==> src/rtl/uart_frame_decoder_pkg.sv <==
// ---------------------------------------------------------------------------
// uart_frame_decoder_pkg
// Shared constants for the UART frame decoder and its neighbours:
//   state_t             - frame parser states (HUNT / LEN / DATA)
//   SYNC_BYTE_DEF       - default frame start marker
//   CLKS_PER_BIT        - 57600 baud at 100 MHz, shared with the UART receiver
//   TIMEOUT_CYCLES_DEF  - idle allowance between bytes, 20 bit times
//   MAX_LEN_DEF         - default largest legal payload length
// ---------------------------------------------------------------------------
package uart_frame_decoder_pkg;

  typedef enum logic [1:0] {
    HUNT = 2'd0,
    LEN  = 2'd1,
    DATA = 2'd2
  } state_t;

  localparam logic [7:0] SYNC_BYTE_DEF      = 8'h7E;
  localparam int         CLKS_PER_BIT       = 1736;
  localparam int         TIMEOUT_CYCLES_DEF = 20 * CLKS_PER_BIT;
  localparam int         MAX_LEN_DEF        = 16;

endpackage

==> src/rtl/uart_frame_decoder_if.sv <==
// ---------------------------------------------------------------------------
// uart_frame_decoder_if
// Byte stream in from the UART receiver, payload stream and status out.
//   rx_data/rx_valid             - received byte + one-cycle strobe
//   pl_data/pl_valid             - payload byte + one-cycle strobe
//   pl_first/pl_last             - payload position markers (with pl_valid)
//   frame_done/frame_err         - one-cycle completion / error pulses
//   err_count                    - saturating frame error count
//   led                          - last payload byte of last good frame
// master: the side feeding bytes and consuming results (receiver + LED logic)
// slave : the decoder itself
// ---------------------------------------------------------------------------
interface uart_frame_decoder_if;

  logic [7:0] rx_data;
  logic       rx_valid;
  logic [7:0] pl_data;
  logic       pl_valid;
  logic       pl_first;
  logic       pl_last;
  logic       frame_done;
  logic       frame_err;
  logic [7:0] err_count;
  logic [7:0] led;

  modport master (
    output rx_data, rx_valid,
    input  pl_data, pl_valid, pl_first, pl_last,
    input  frame_done, frame_err, err_count, led
  );

  modport slave (
    input  rx_data, rx_valid,
    output pl_data, pl_valid, pl_first, pl_last,
    output frame_done, frame_err, err_count, led
  );

endinterface

==> src/rtl/uart_frame_decoder_timeout_ctr.sv <==
// ---------------------------------------------------------------------------
// frame_timeout_ctr
// Idle counter for the inside-a-frame gap check.
//   CLK, reset  - clock, asynchronous active-low reset
//   i_run       - counting enabled (parser is inside a frame)
//   i_clear     - a byte arrived this cycle; restart the idle count
//   o_expire    - TIMEOUT_CYCLES-1 idle cycles counted and still no byte
// ---------------------------------------------------------------------------
module frame_timeout_ctr
  import uart_frame_decoder_pkg::*;
#(
  parameter int TIMEOUT_CYCLES = TIMEOUT_CYCLES_DEF
) (
  input  logic CLK,
  input  logic reset,
  input  logic i_run,
  input  logic i_clear,
  output logic o_expire
);

  localparam int            CW       = $clog2(TIMEOUT_CYCLES);
  localparam logic [CW-1:0] CNT_LAST = CW'(TIMEOUT_CYCLES - 1);

  logic [CW-1:0] r_cnt;
  logic          w_at_last;

  assign w_at_last = (r_cnt == CNT_LAST);

  // A byte in the expiring cycle wins: clear takes priority over expiry.
  assign o_expire = i_run && !i_clear && w_at_last;

  always_ff @(posedge CLK or negedge reset) begin
    if (!reset) begin
      r_cnt <= '0;
    end else if (!i_run || i_clear) begin
      r_cnt <= '0;
    end else if (!w_at_last) begin
      r_cnt <= r_cnt + CW'(1);
    end
  end

endmodule

==> src/rtl/uart_frame_decoder.sv <==
// ---------------------------------------------------------------------------
// uart_frame_decoder
// Hunts for SYNC_BYTE, reads a length byte, then forwards that many payload
// bytes with first/last markers. Reports completion and errors (zero or
// oversize length, inter-byte timeout) and holds the last payload byte of
// the most recent good frame on led. All outputs are registered, one CLK
// after the rx_valid cycle that caused them.
//   CLK    - system clock
//   reset  - asynchronous active-low reset (aborts a frame silently)
//   bus    - uart_frame_decoder_if.slave (byte in, payload/status out)
// ---------------------------------------------------------------------------
module uart_frame_decoder
  import uart_frame_decoder_pkg::*;
#(
  parameter logic [7:0] SYNC_BYTE      = SYNC_BYTE_DEF,
  parameter int         MAX_LEN        = MAX_LEN_DEF,
  parameter int         TIMEOUT_CYCLES = TIMEOUT_CYCLES_DEF
) (
  input  logic                  CLK,
  input  logic                  reset,
  uart_frame_decoder_if.slave   bus
);

  state_t     r_state;
  state_t     w_next_state;
  logic [7:0] r_remain;
  logic       r_first;

  logic       w_run;
  logic       w_expire;
  logic       w_len_ok;
  logic       w_len_accept;
  logic       w_pl_valid;
  logic       w_pl_first;
  logic       w_pl_last;
  logic       w_err;

  logic [7:0] r_pl_data;
  logic       r_pl_valid;
  logic       r_pl_first;
  logic       r_pl_last;
  logic       r_frame_done;
  logic       r_frame_err;
  logic [7:0] r_err_count;
  logic [7:0] r_led;

  function automatic logic [7:0] sat_inc8(input logic [7:0] v);
    return (v == 8'hFF) ? v : v + 8'd1;
  endfunction

  assign w_run    = (r_state != HUNT);
  assign w_len_ok = (bus.rx_data != 8'd0) && (bus.rx_data <= 8'(MAX_LEN));

  frame_timeout_ctr #(
    .TIMEOUT_CYCLES (TIMEOUT_CYCLES)
  ) u_timeout (
    .CLK      (CLK),
    .reset    (reset),
    .i_run    (w_run),
    .i_clear  (bus.rx_valid),
    .o_expire (w_expire)
  );

  always_ff @(posedge CLK or negedge reset) begin
    if (!reset) r_state <= HUNT;
    else        r_state <= w_next_state;
  end

  always_comb begin
    w_next_state = r_state;
    case (r_state)
      HUNT: if (bus.rx_valid && bus.rx_data == SYNC_BYTE) w_next_state = LEN;
      LEN: begin
        if (bus.rx_valid)  w_next_state = w_len_ok ? DATA : HUNT;
        else if (w_expire) w_next_state = HUNT;
      end
      DATA: begin
        if (bus.rx_valid) begin
          if (r_remain == 8'd1) w_next_state = HUNT;
        end else if (w_expire) begin
          w_next_state = HUNT;
        end
      end
      default: w_next_state = HUNT;
    endcase
  end

  always_comb begin
    w_pl_valid   = (r_state == DATA) && bus.rx_valid;
    w_pl_first   = w_pl_valid && r_first;
    w_pl_last    = w_pl_valid && (r_remain == 8'd1);
    w_len_accept = (r_state == LEN) && bus.rx_valid && w_len_ok;
    // w_expire is already masked by rx_valid, so a byte never also errors.
    w_err        = ((r_state == LEN) && bus.rx_valid && !w_len_ok) ||
                   (w_run && w_expire);
  end

  always_ff @(posedge CLK or negedge reset) begin
    if (!reset) begin
      r_pl_data    <= 8'd0;
      r_pl_valid   <= 1'b0;
      r_pl_first   <= 1'b0;
      r_pl_last    <= 1'b0;
      r_frame_done <= 1'b0;
      r_frame_err  <= 1'b0;
      r_err_count  <= 8'd0;
      r_led        <= 8'd0;
      r_remain     <= 8'd0;
      r_first      <= 1'b0;
    end else begin
      r_pl_valid   <= w_pl_valid;
      r_pl_first   <= w_pl_first;
      r_pl_last    <= w_pl_last;
      r_frame_done <= w_pl_last;
      r_frame_err  <= w_err;
      if (w_pl_valid) r_pl_data   <= bus.rx_data;
      if (w_pl_last)  r_led       <= bus.rx_data;
      if (w_err)      r_err_count <= sat_inc8(r_err_count);
      if (w_len_accept) begin
        r_remain <= bus.rx_data;
        r_first  <= 1'b1;
      end else if (w_pl_valid) begin
        r_remain <= r_remain - 8'd1;
        r_first  <= 1'b0;
      end
    end
  end

  assign bus.pl_data    = r_pl_data;
  assign bus.pl_valid   = r_pl_valid;
  assign bus.pl_first   = r_pl_first;
  assign bus.pl_last    = r_pl_last;
  assign bus.frame_done = r_frame_done;
  assign bus.frame_err  = r_frame_err;
  assign bus.err_count  = r_err_count;
  assign bus.led        = r_led;

endmodule

==> src/flat_wrapper.sv <==
// flat-port wrapper written by rule: the top's interface ports become plain ports
module uart_frame_decoder_flat import uart_frame_decoder_pkg::*;
#(
  parameter logic [7:0] SYNC_BYTE      = SYNC_BYTE_DEF,
  parameter int         MAX_LEN        = MAX_LEN_DEF,
  parameter int         TIMEOUT_CYCLES = TIMEOUT_CYCLES_DEF
)
  (CLK, reset, bus_rx_data, bus_rx_valid, bus_pl_data, bus_pl_valid, bus_pl_first, bus_pl_last, bus_frame_done, bus_frame_err, bus_err_count, bus_led);
  uart_frame_decoder_if bus_i ();
  input  logic CLK;
  input  logic reset;
  input wire logic [$bits(bus_i.rx_data)-1:0] bus_rx_data;
  input wire logic [$bits(bus_i.rx_valid)-1:0] bus_rx_valid;
  output wire logic [$bits(bus_i.pl_data)-1:0] bus_pl_data;
  output wire logic [$bits(bus_i.pl_valid)-1:0] bus_pl_valid;
  output wire logic [$bits(bus_i.pl_first)-1:0] bus_pl_first;
  output wire logic [$bits(bus_i.pl_last)-1:0] bus_pl_last;
  output wire logic [$bits(bus_i.frame_done)-1:0] bus_frame_done;
  output wire logic [$bits(bus_i.frame_err)-1:0] bus_frame_err;
  output wire logic [$bits(bus_i.err_count)-1:0] bus_err_count;
  output wire logic [$bits(bus_i.led)-1:0] bus_led;
  assign bus_i.rx_data = bus_rx_data;
  assign bus_i.rx_valid = bus_rx_valid;
  assign bus_pl_data = bus_i.pl_data;
  assign bus_pl_valid = bus_i.pl_valid;
  assign bus_pl_first = bus_i.pl_first;
  assign bus_pl_last = bus_i.pl_last;
  assign bus_frame_done = bus_i.frame_done;
  assign bus_frame_err = bus_i.frame_err;
  assign bus_err_count = bus_i.err_count;
  assign bus_led = bus_i.led;
  uart_frame_decoder #(.SYNC_BYTE(SYNC_BYTE), .MAX_LEN(MAX_LEN), .TIMEOUT_CYCLES(TIMEOUT_CYCLES)) u_core (.CLK(CLK), .reset(reset), .bus(bus_i));
endmodule
==> config.mk <==
export PLATFORM = sky130hd
export DESIGN_NAME = uart_frame_decoder_flat
export DESIGN_NICKNAME = d
export VERILOG_FILES = /design/src/rtl/uart_frame_decoder_pkg.sv /design/src/rtl/uart_frame_decoder_if.sv /design/src/rtl/uart_frame_decoder_timeout_ctr.sv /design/src/rtl/uart_frame_decoder.sv /design/src/flat_wrapper.sv
export SDC_FILE = /design/constraint.sdc
export NUM_CORES = 1
export LEC_CHECK = 0
export BUFFER_PORTS_ARGS = -buffer_cell sky130_fd_sc_hd__buf_2
export CORE_MARGIN = 2
export CORE_UTILIZATION = 60
export DETAILED_ROUTE_END_ITERATION = 8
export HOLD_SLACK_MARGIN = 0.05
export PLACE_DENSITY = 0.84
export SLEW_MARGIN = 40
export SYNTH_ARGS = -nofsm -noshare
export SYNTH_HDL_FRONTEND = slang
export SYNTH_SLANG_ARGS = --single-unit
==> constraint.sdc <==
create_clock -name CLK -period 4.9 [get_ports CLK]
set_clock_uncertainty 0.05 [all_clocks]
set_input_delay 0.245 -clock CLK [delete_from_list [all_inputs] [get_ports CLK]]
set_output_delay 0.245 -clock CLK [all_outputs]
set_load 0.03 [all_outputs]
==> results of run 1 <==
[cell families (layout without fill, tap and decap cells)]
group | count (synthesis) | after routing | synth area share
xor+xnor | 18 | 18 | 0.06099
fa+ha+maj | 4 | 4 | 0.01936
mux | 12 | 12 | 0.05421
flops | 55 | 55 | 0.5324
simple gates | 107 | 107 | 0.2198
compound gates | 32 | 32 | 0.08616
buf+inv | 17 | 59 | 0.02711
[worst paths after layout]
kind                                          to  slack [ns]  cells past startpoint
hold / removal             u_core.bus.pl_data[6]        0.15                      3
setup / recovery               u_core.bus.led[5]        2.62                      3
min in group asynchronous     u_core.r_remain[6]        0.54                      3
max in group asynchronous  u_core.bus.pl_data[3]        3.82                      3
hold reg to reg            u_core.bus.pl_data[7]        0.43                      2
setup reg to reg               u_core.bus.led[5]        2.62                      3
[cells in the mapped netlist (2+ instances only)]
| master | n |
|---|---|
| a21oi_1 | 9 |
| a221o_1 | 2 |
| a31o_2 | 2 |
| a31oi_1 | 2 |
| and4_1 | 3 |
| buf_2 | 2 |
| clkbuf_1 | 3 |
| dfrtp_1 | 55 |
| ha_1 | 4 |
| inv_1 | 11 |
| mux2_2 | 7 |
| mux2_4 | 2 |
| mux2i_1 | 2 |
| nand2_1 | 33 |
| nand2b_1 | 2 |
| nand3_1 | 10 |
| nand3b_1 | 2 |
| nand4_1 | 7 |
| nor2_1 | 25 |
| nor3_1 | 6 |
| nor4_1 | 2 |
| o21a_1 | 2 |
| o21ai_0 | 10 |
| or2_2 | 2 |
| or3_1 | 5 |
| xnor2_1 | 10 |
| xor2_1 | 8 |
[power by group through the flow]
stage	Clock [W]	Sequential, W	Combinational [W]
6_report	0.000242	0.000477	0.0000692
3_5_place_dp	0	0.000486	0.0000694
4_1_cts	0.000249	0.000477	0.0000702
5_1_grt	0.000269	0.000479	0.0000778
2_1_floorplan	0	0.000494	0.0000297
3_3_place_gp	0	0.000485	0.0000684
[through the flow]
step,instance area [um^2],hold slack (ns),utilization
2_1_floorplan,2585,-0.1006,-
3_3_place_gp,2821,0.3568,0.6904
3_5_place_dp,2821,0.3623,0.6904
4_1_cts,2919,0.1465,0.7143
5_1_grt,2919,0.1505,0.7143
6_report,2919,0.1471,0.7143
[flip-flops by register name, indices dropped and copies added (netlist names)]
register,count
u_core.bus.err_count,8
u_core.bus.frame_err,1
u_core.bus.led,8
u_core.bus.pl_data,8
u_core.bus.pl_first,1
u_core.bus.pl_last,1
u_core.bus.pl_valid,1
u_core.r_first,1
u_core.r_remain,8
u_core.r_state,2
u_core.u_timeout.r_cnt,16
[placed cells by master (no fill, tap or decap), drive strengths merged]
cell type	count
o21bai	1
clkbuf	6
a221o	2
xnor2	10
o21ai	11
and4b	1
nand3	10
a31o	2
inv	11
mux2	10
nor2	26
buf	40
nor4bb	1
ha	4
nand4	9
dfrtp	55
nand2b	2
xor2	8
and3	2
a21oi	9
clkinv	1
and4	4
dlygate4sd3	1
o21a	2
nor4	2
nor4b	2
mux2i	2
nand3b	2
or3	5
o22ai	1
nand2	33
a31oi	2
o41ai	1
o2bb2ai	1
or2	2
nor3	6
[tightest hold or removal path: cells and delay by family]
kind	cells	cell delay [ns]
and+or+nand+nor	2	0.10
buffers and inverters	1	0.12
[per-layer routing]
metal	vias to the layer above	GRT usage
li1	937	-
met4	0	0.07265
met5	-	0
met2	49	0.3312
met3	5	0.04942
met1	947	0.2940
[final cells by class]
cell class              count  share of cell area
clock buffers               6             0.02829
clock inverters             1            0.001715
inverters                  11             0.01414
multi-input cells         173              0.3901
flip-flops and latches     55              0.4715
well taps                  50             0.02143
repair buffers             41             0.07287
==> results_dict.tcl, run 1 <==
set metrics [dict create \
    rsz0062_at_grt "no" \
    cp_slowest_cell "or3_1" \
    clock.fmax_mhz 437.8 \
    ys_ff_latch 55 \
    globalplace.congestion 0.7906 \
    min-delay-start "bus_rx_data[6]" \
    ys_seq_area_frac 0.5324 \
    dieWidth_um 69.64 \
    power_frac_seq 0.605 \
    critPathRequiredTime_ns 5.04 \
    drive_above_1_share 0.2404 \
    setup_tns_ns 0 \
    critPathArrivalTime_ns 2.42 \
    synth_edf_count 0 \
    cts_resized 0 \
    antenna_found_initial 0 \
    outcome "finished clean" \
    wl_per_cell_um 14.04 \
    cp-end-kind "flop" \
    multi_input_area_um2 1139 \
    ant_nets 0 \
    core_area_um2 4086 \
    max_cap_violations 0 \
    hp-class "in2reg" \
    first_pass_iters 4 \
    wl_met2_mm 2.290 \
    start_util 0.6326 \
    ctsHoldBuffers 1 \
    syn_to_final_growth_pct 12.92 \
    slew_headroom 0.5002 \
    drc 0 \
    drt_iter0_drc 66 \
    synth_top_area_frac 0.5324 \
    seq_area_um2 1376 \
    drt_wl_total_mm 4.732 \
    grt_pass1_wl_mm 8.314 \
    crit_start "u_core.r_state[0]" \
    max_slew.worst_pin.slew_ns 0.7492 \
    finalCriticalPeriod_ns 2.284 \
    yosys-top-cells-area "dfrtp_1 (53%), nand2_1 (4.8%), nor2_1 (3.6%), xnor2_1 (3.4%), mux2_2 (3.0%)" \
    cp_slowest_stage_delay_ns 0.71 \
    path_class "reg2reg" \
    yosys.area.top_type "dfrtp_1" \
    synth_cell_type_count 44 \
    crit_fanout 19 \
    dp_hpwl_mm 3.340 \
    tritoncts "yes" \
    cp_num_buf_inv 0 \
    crit_family "simple AND/OR/NAND/NOR gates" \
    p_comb_frac 0.088 \
    cts_made_buffers 5 \
    fp-row-count 23 \
    track_usage 0.2121 \
    p_sw_frac 0.2389 \
    p_int_w 0.0006002 \
    p_leak_nw 1.469 \
    clk_pin_slew_worst_paths_ns 0.09 \
    synthesis.area_um2 2585 \
    vias 1938 \
    grt_pass1_vias 1813 \
    overflow 0 \
    path_cells "nand3b_1, or3_1, mux2_1" \
    die_h_um 69.64 \
    fin_nets 302 \
    fillers 316 \
    h-tree-depth 2 \
    synthArstFlopShare 1.000 \
    top_layer "met4" \
    power_switching_w 0.0001884 \
    post-cts-setup-buffers 0 \
    grt_max_degree 56 \
    ys.flop_type "dfrtp_1" \
    timing.final.crit_share 0.4661 \
    vias_per_cell 5.751 \
    syn_inst 245 \
    ys_warn_count 0 \
    stdcell_count 337 \
    ir_drop_uv 231.7 \
    critPathLaunchType "flop" \
    clock_path_buffers 2 \
    die_area_um2 4849 \
    power_w 0.0007886 \
    setup_viol 0 \
    root_buffer "clkbuf_8" \
    wl_met1_mm 2.160 \
    syn_nets 260 \
    dp_cells 329 \
    hold_viol 0 \
    clock-sinks 55 \
    worstSkewPairLatency_ns 0.30 \
    p_clk_frac 0.307 \
    antennaDiodeCount 0 \
    dr_wl_met3_um 227 \
    io_pins 40 \
    syn_area_per_cell_um2 10.55 \
    dp_slack_ns 2.658 \
    io_buffers 39 \
    r2r_start "u_core.r_state[0]" \
    powerDensity_nw_per_um2 270.2 \
    worst_slack_ns 2.616 \
    finalMaxSlewViolations 0 \
]
(Power assumes the default switching activity.)
==> run 2, diff against run 1 <==
CORE_UTILIZATION = 56   (was 60)
PLACE_DENSITY = 0.79   (was 0.84)
clock period = 2.3 ns   (was 4.9 ns; I/O delays follow)
==> results_dict.tcl, run 2 (synthesis results as in run 1) <==
set metrics [dict create \
    outcome "finished clean" \
    final_cell_mix "dfrtp_1 (55), buf_2 (39), nand2_1 (33)" \
    globalplace.congestion 0.7863 \
    drc 0 \
    vias 1964 \
    cp-end-kind "flop" \
    post-cts-setup-buffers 0 \
    rsz0062_at_grt "no" \
    final_cell_area_um2 3077 \
    track_usage 0.2207 \
    drt_iter0_drc 129 \
    r2r_end "u_core.bus.err_count[6]" \
    p_leak_nw 1.539 \
    cts_resized 0 \
    r2r_cells 6 \
    antenna_found_initial 0 \
    hp-class "in2reg" \
    largest_register_ffs 16 \
    final_common_cell "dfrtp_1" \
    worstHoldEndpoint "u_core.r_state[0]" \
    worstSkewPairLatency_ns 0.30 \
    powerDensity_nw_per_um2 624.1 \
    finalCriticalPeriod_ns 2.028 \
    max_slew.worst_pin.slew_ns 0.6839 \
    setup_tns_ns 0 \
    grt_max_degree 56 \
    path_class "reg2reg" \
    core_area_um2 4414 \
    io_pins 40 \
    max_cap_violations 0 \
    r2r_start "u_core.u_timeout.r_cnt[0]" \
    grt_pass1_wl_mm 8.963 \
    crit_start "u_core.u_timeout.r_cnt[0]" \
    timing.final.crit_share 0.8818 \
    ir_drop_uv 451.7 \
    fp-row-count 24 \
    die_h_um 71.94 \
    drive_above_1_share 0.2433 \
    ctsHoldBuffers 9 \
    start_util 0.5856 \
    critPathRequiredTime_ns 2.45 \
    rrSetupSlack_ns 0.27 \
    stdcell_count 352 \
    max_flop_register "u_core.u_timeout.r_cnt" \
    syn_to_final_growth_pct 19.02 \
    vias_per_cell 5.580 \
    crit_fanout 9 \
    fin_nets 314 \
    min_path_cells 3 \
    cts_made_buffers 5 \
    slew_headroom 0.5441 \
    dp_cells 335 \
    dp_slack_ns 0.3156 \
    drt_wl_total_mm 5.119 \
    dieWidth_um 71.94 \
    clk_pin_slew_worst_paths_ns 0.10 \
    wl_per_cell_um 14.54 \
    hold_viol 0 \
    setup_viol 0 \
    root_buffer "clkbuf_8" \
    io_buffers 39 \
    clock.fmax_mhz 493.1 \
    overflow 0 \
    critPathArrivalTime_ns 2.18 \
    critPathLaunchType "flop" \
    min-delay-start "bus_rx_valid" \
    h-tree-depth 2 \
    finalMaxSlewViolations 0 \
    clock_path_buffers 2 \
    dpl_cell_area_um2 2854 \
    ant_nets 0 \
    first_pass_iters 5 \
    dp_hpwl_mm 3.396 \
    worst_slack_ns 0.2719 \
    clock-sinks 55 \
    tritoncts "yes" \
    die_area_um2 5175 \
    antennaDiodeCount 0 \
    grt_pass1_vias 1923 \
]
-- run 2: critical path, cell delays in order (launching register included) --
cell	delay [ns]
dfrtp_1	0.41
ha_1	0.21
and4_2	0.30
nand4_4	0.20
o2bb2ai_4	0.30
nand4_2	0.14
mux2_4	0.30
-- run 2: layer usage --
layer / wire length (um) / GRT usage / vias up
met3: 239 / 0.04722 / 10
met5: 0 / 0 / -
met2: 2441 / 0.3364 / 47
met1: 2346 / 0.3149 / 949
li1: - / - / 958
met4: 91 / 0.08176 / 0
-- run 2: layout make-up --
| class | instances | area, um^2 |
|---|---|---|
| fillers | 350 | 1338 |
| repair buffers | 53 | 322.8 |
| inverters | 11 | 41.29 |
| clock buffers | 6 | 72.57 |
| well taps | 52 | 65.06 |
| flip-flops and latches | 55 | 1376 |
| clock inverters | 2 | 60.06 |
| multi-input cells | 173 | 1139 |
-- run 2: worst max path at each step --
| stage | end | slack, ns | depth (start not counted) |
|---|---|---|---|
| after floorplan | u_core.bus.err_count[6] | 0.45 | 6 |
| after global placement | u_core.bus.err_count[6] | 0.38 | 6 |
| after detailed placement | u_core.bus.err_count[6] | 0.32 | 6 |
| after CTS | u_core.bus.err_count[6] | 0.27 | 6 |
| after global routing | u_core.bus.err_count[6] | 0.11 | 6 |
| final | u_core.bus.err_count[6] | 0.27 | 6 |
-- run 2: where the power goes --
group / leakage, nW / switching [W] / internal, W / total [W]
sequential: 0.761 / 0.0000221 / 0.000994 / 0.00102
combinational: 0.712 / 0.000103 / 0.0000578 / 0.000161
clock: 0.0654 / 0.000308 / 0.000435 / 0.000743
total: 1.54 / 0.000433 / 0.00149 / 0.00192
-- run 2: stage by stage --
step	util	total power [W]	hold WS, ns
2_1_floorplan	-	0.001116	-0.2306
3_3_place_gp	0.6465	0.001180	0.2372
3_5_place_dp	0.6465	0.001183	0.2384
4_1_cts	0.6970	0.001941	0.1069
5_1_grt	0.6970	0.001997	0.1506
6_report	0.6970	0.001920	0.1201
==> run 3, diff against run 2 <==
--- a/config.mk
+++ b/config.mk
@@ -9,6 +9,7 @@
 export CORE_MARGIN = 2
-export CORE_UTILIZATION = 56
+export CORE_UTILIZATION = 58
+export CTS_BUF_LIST = sky130_fd_sc_hd__clkbuf_2 sky130_fd_sc_hd__clkbuf_4 sky130_fd_sc_hd__clkbuf_8
 export DETAILED_ROUTE_END_ITERATION = 8
 export HOLD_SLACK_MARGIN = 0.05
-export PLACE_DENSITY = 0.79
+export PLACE_DENSITY = 0.81
 export SLEW_MARGIN = 40
==> constraint.sdc (replaced) <==
create_clock -name CLK -period 2.3 [get_ports CLK]
set_clock_uncertainty 0.05 [all_clocks]
set_input_delay 0.345 -clock CLK [delete_from_list [all_inputs] [get_ports CLK]]
set_output_delay 0.345 -clock CLK [all_outputs]
set_load 0.03 [all_outputs]
==> results_dict.tcl, run 3 (synthesis results as in run 1) <==
set metrics [dict create \
    outcome "finished clean" \
    critPathRequiredTime_ns 2.44 \
    timing.final.crit_share 0.8433 \
    fillers 353 \
    final_util 0.6887 \
    min_path_cells 3 \
    overflow 0 \
    p_int_w 0.001376 \
    cp.depth 6 \
    cp_slowest_cell "dfrtp_1" \
    power_w 0.001798 \
    r2r_end "u_core.bus.err_count[1]" \
    io_pins 40 \
    final_cell_mix "dfrtp_1 (55), buf_2 (39), nand2_1 (33)" \
    powerDensity_nw_per_um2 603.8 \
    finalMaxSlewViolations 0 \
    max_slew.worst_pin.slew_ns 0.7501 \
    post-cts-setup-buffers 0 \
    first_pass_iters 4 \
    drive_above_1_share 0.2534 \
    clock_path_buffers 2 \
    min-delay-start "bus_rx_data[5]" \
    grt_pass1_vias 1874 \
    drt_iter0_drc 104 \
    h-tree-depth 2 \
    largest_register_ffs 16 \
    grt_pass1_wl_mm 8.694 \
    dieWidth_um 70.76 \
    start_util 0.5978 \
    ant_nets 0 \
    cp-end-kind "flop" \
    critPathLaunchType "flop" \
    vias_per_cell 5.599 \
    crit_family "simple AND/OR/NAND/NOR gates" \
    syn_to_final_growth_pct 15.20 \
    stdcell_count 344 \
    final_common_cell "dfrtp_1" \
    root_buffer "clkbuf_8" \
    r2r_start "u_core.u_timeout.r_cnt[0]" \
    slew_headroom 0.4996 \
    dp_cells 336 \
    cp_num_buf_inv 0 \
    io_buffers 39 \
    vias 1926 \
    finalCriticalPeriod_ns 1.939 \
    clock-sinks 55 \
    final_cell_area_um2 2978 \
    p_sw_frac 0.2349 \
    rrSetupSlack_ns 0.36 \
    track_usage 0.2167 \
    dp_hpwl_mm 3.567 \
    p_clk_frac 0.351 \
    rsz0062_at_grt "no" \
    grt_max_degree 33 \
    antennaDiodeCount 0 \
    fp-row-count 24 \
    clk_pin_slew_worst_paths_ns 0.10 \
    drt_wl_total_mm 4.908 \
    cp_slowest_stage_delay_ns 0.42 \
    hold_viol 0 \
    cts_made_buffers 5 \
    power_switching_w 0.0004223 \
    dpl_cell_area_um2 2861 \
    fin_nets 307 \
    power_frac_seq 0.566 \
    wl_per_cell_um 14.27 \
    die_h_um 70.76 \
    globalplace.congestion 0.8101 \
    setup_viol 0 \
    die_area_um2 5007 \
    p_leak_nw 1.499 \
    tritoncts "yes" \
    crit_fanout 9 \
    worstSkewPairLatency_ns 0.31 \
    r2r_cells 6 \
    max_cap_violations 0 \
    ir_drop_uv 396.9 \
    antenna_found_initial 0 \
    core_area_um2 4324 \
    path_cells "ha_1, and4_2, nand4_4, o2bb2ai_4, o21ai_2, mux2_4" \
    setup_tns_ns 0 \
    path_class "reg2reg" \
    critPathArrivalTime_ns 2.08 \
    p_comb_frac 0.083 \
    clock.fmax_mhz 515.6 \
    worstHoldEndpoint "u_core.bus.pl_data[5]" \
    hp-class "in2reg" \
    drc 0 \
    max_flop_register "u_core.u_timeout.r_cnt" \
]
-- run 3: cell count changes in the layout (fill, tap and decap cells not counted), sizes merged --
cell	change
buf	+1
bufinv	-1
dlygate4sd3	-8
-- run 3: layer usage --
layer,part of all wire,GRT usage
met4,0.015,0.07128
met2,0.48,0.3344
met1,0.45,0.3041
met3,0.049,0.05413
met5,0,0
-- run 3: stage by stage --
| stage | setup slack (ns) | hold slack (ns) |
|---|---|---|
| 2_1_floorplan | 0.3788 | -0.0005911 |
| 3_3_place_gp | 0.2736 | 0.3748 |
| 3_5_place_dp | 0.2299 | 0.3746 |
| 4_1_cts | 0.3413 | 0.2275 |
| 5_1_grt | 0.1668 | 0.2443 |
| 6_report | 0.3605 | 0.2348 |
-- run 3: what timing repair did --
action                                 4_1_cts  5_1_grt
endpoints found under the hold margin       19        0
resized for setup                            0        0
hold buffers                                 1        0
-- run 3: cell type report --
cell class,count,area (um^2),share of cell area
Sequential cell,55,1376,0.4622
Multi-Input combinational cell,173,1139,0.3824
Timing Repair Buffer,46,250.2,0.08403
Clock buffer,6,76.32,0.02563
Tap cell,52,65.06,0.02185
Inverter,11,41.29,0.01387
Clock inverter,1,30.03,0.01008
-- run 3: power by group through the flow --
stage                      logic, W  clock network [W]  registers (W)
final                      0.000150           0.000631        0.00102
after detailed placement   0.000152                  0        0.00103
after global routing       0.000172           0.000679        0.00102
after floorplan           0.0000632                  0        0.00105
after CTS                  0.000153           0.000643        0.00102
after global placement     0.000147                  0        0.00103
-- run 3: worst register-to-register path, stage by stage, from the launching register on --
cell and delay [ns]:
dfrtp_1 0.42, ha_1 0.22, and4_2 0.30, nand4_4 0.14, o2bb2ai_4 0.26, o21ai_2 0.12
mux2_4 0.31
-- run 3: worst max path at each step --
| stage | slack [ns] | endpoint | from |
|---|---|---|---|
| 3_5_place_dp | 0.23 | u_core.bus.err_count[6] | bus_rx_data[1] |
| 3_3_place_gp | 0.27 | u_core.bus.err_count[6] | bus_rx_data[1] |
| 2_1_floorplan | 0.38 | u_core.bus.err_count[6] | bus_rx_data[1] |
| 6_report | 0.36 | u_core.bus.err_count[1] | u_core.u_timeout.r_cnt[0] |
| 4_1_cts | 0.34 | u_core.bus.err_count[1] | u_core.r_state[0] |
| 5_1_grt | 0.17 | u_core.bus.led[5] | u_core.r_remain[4] |
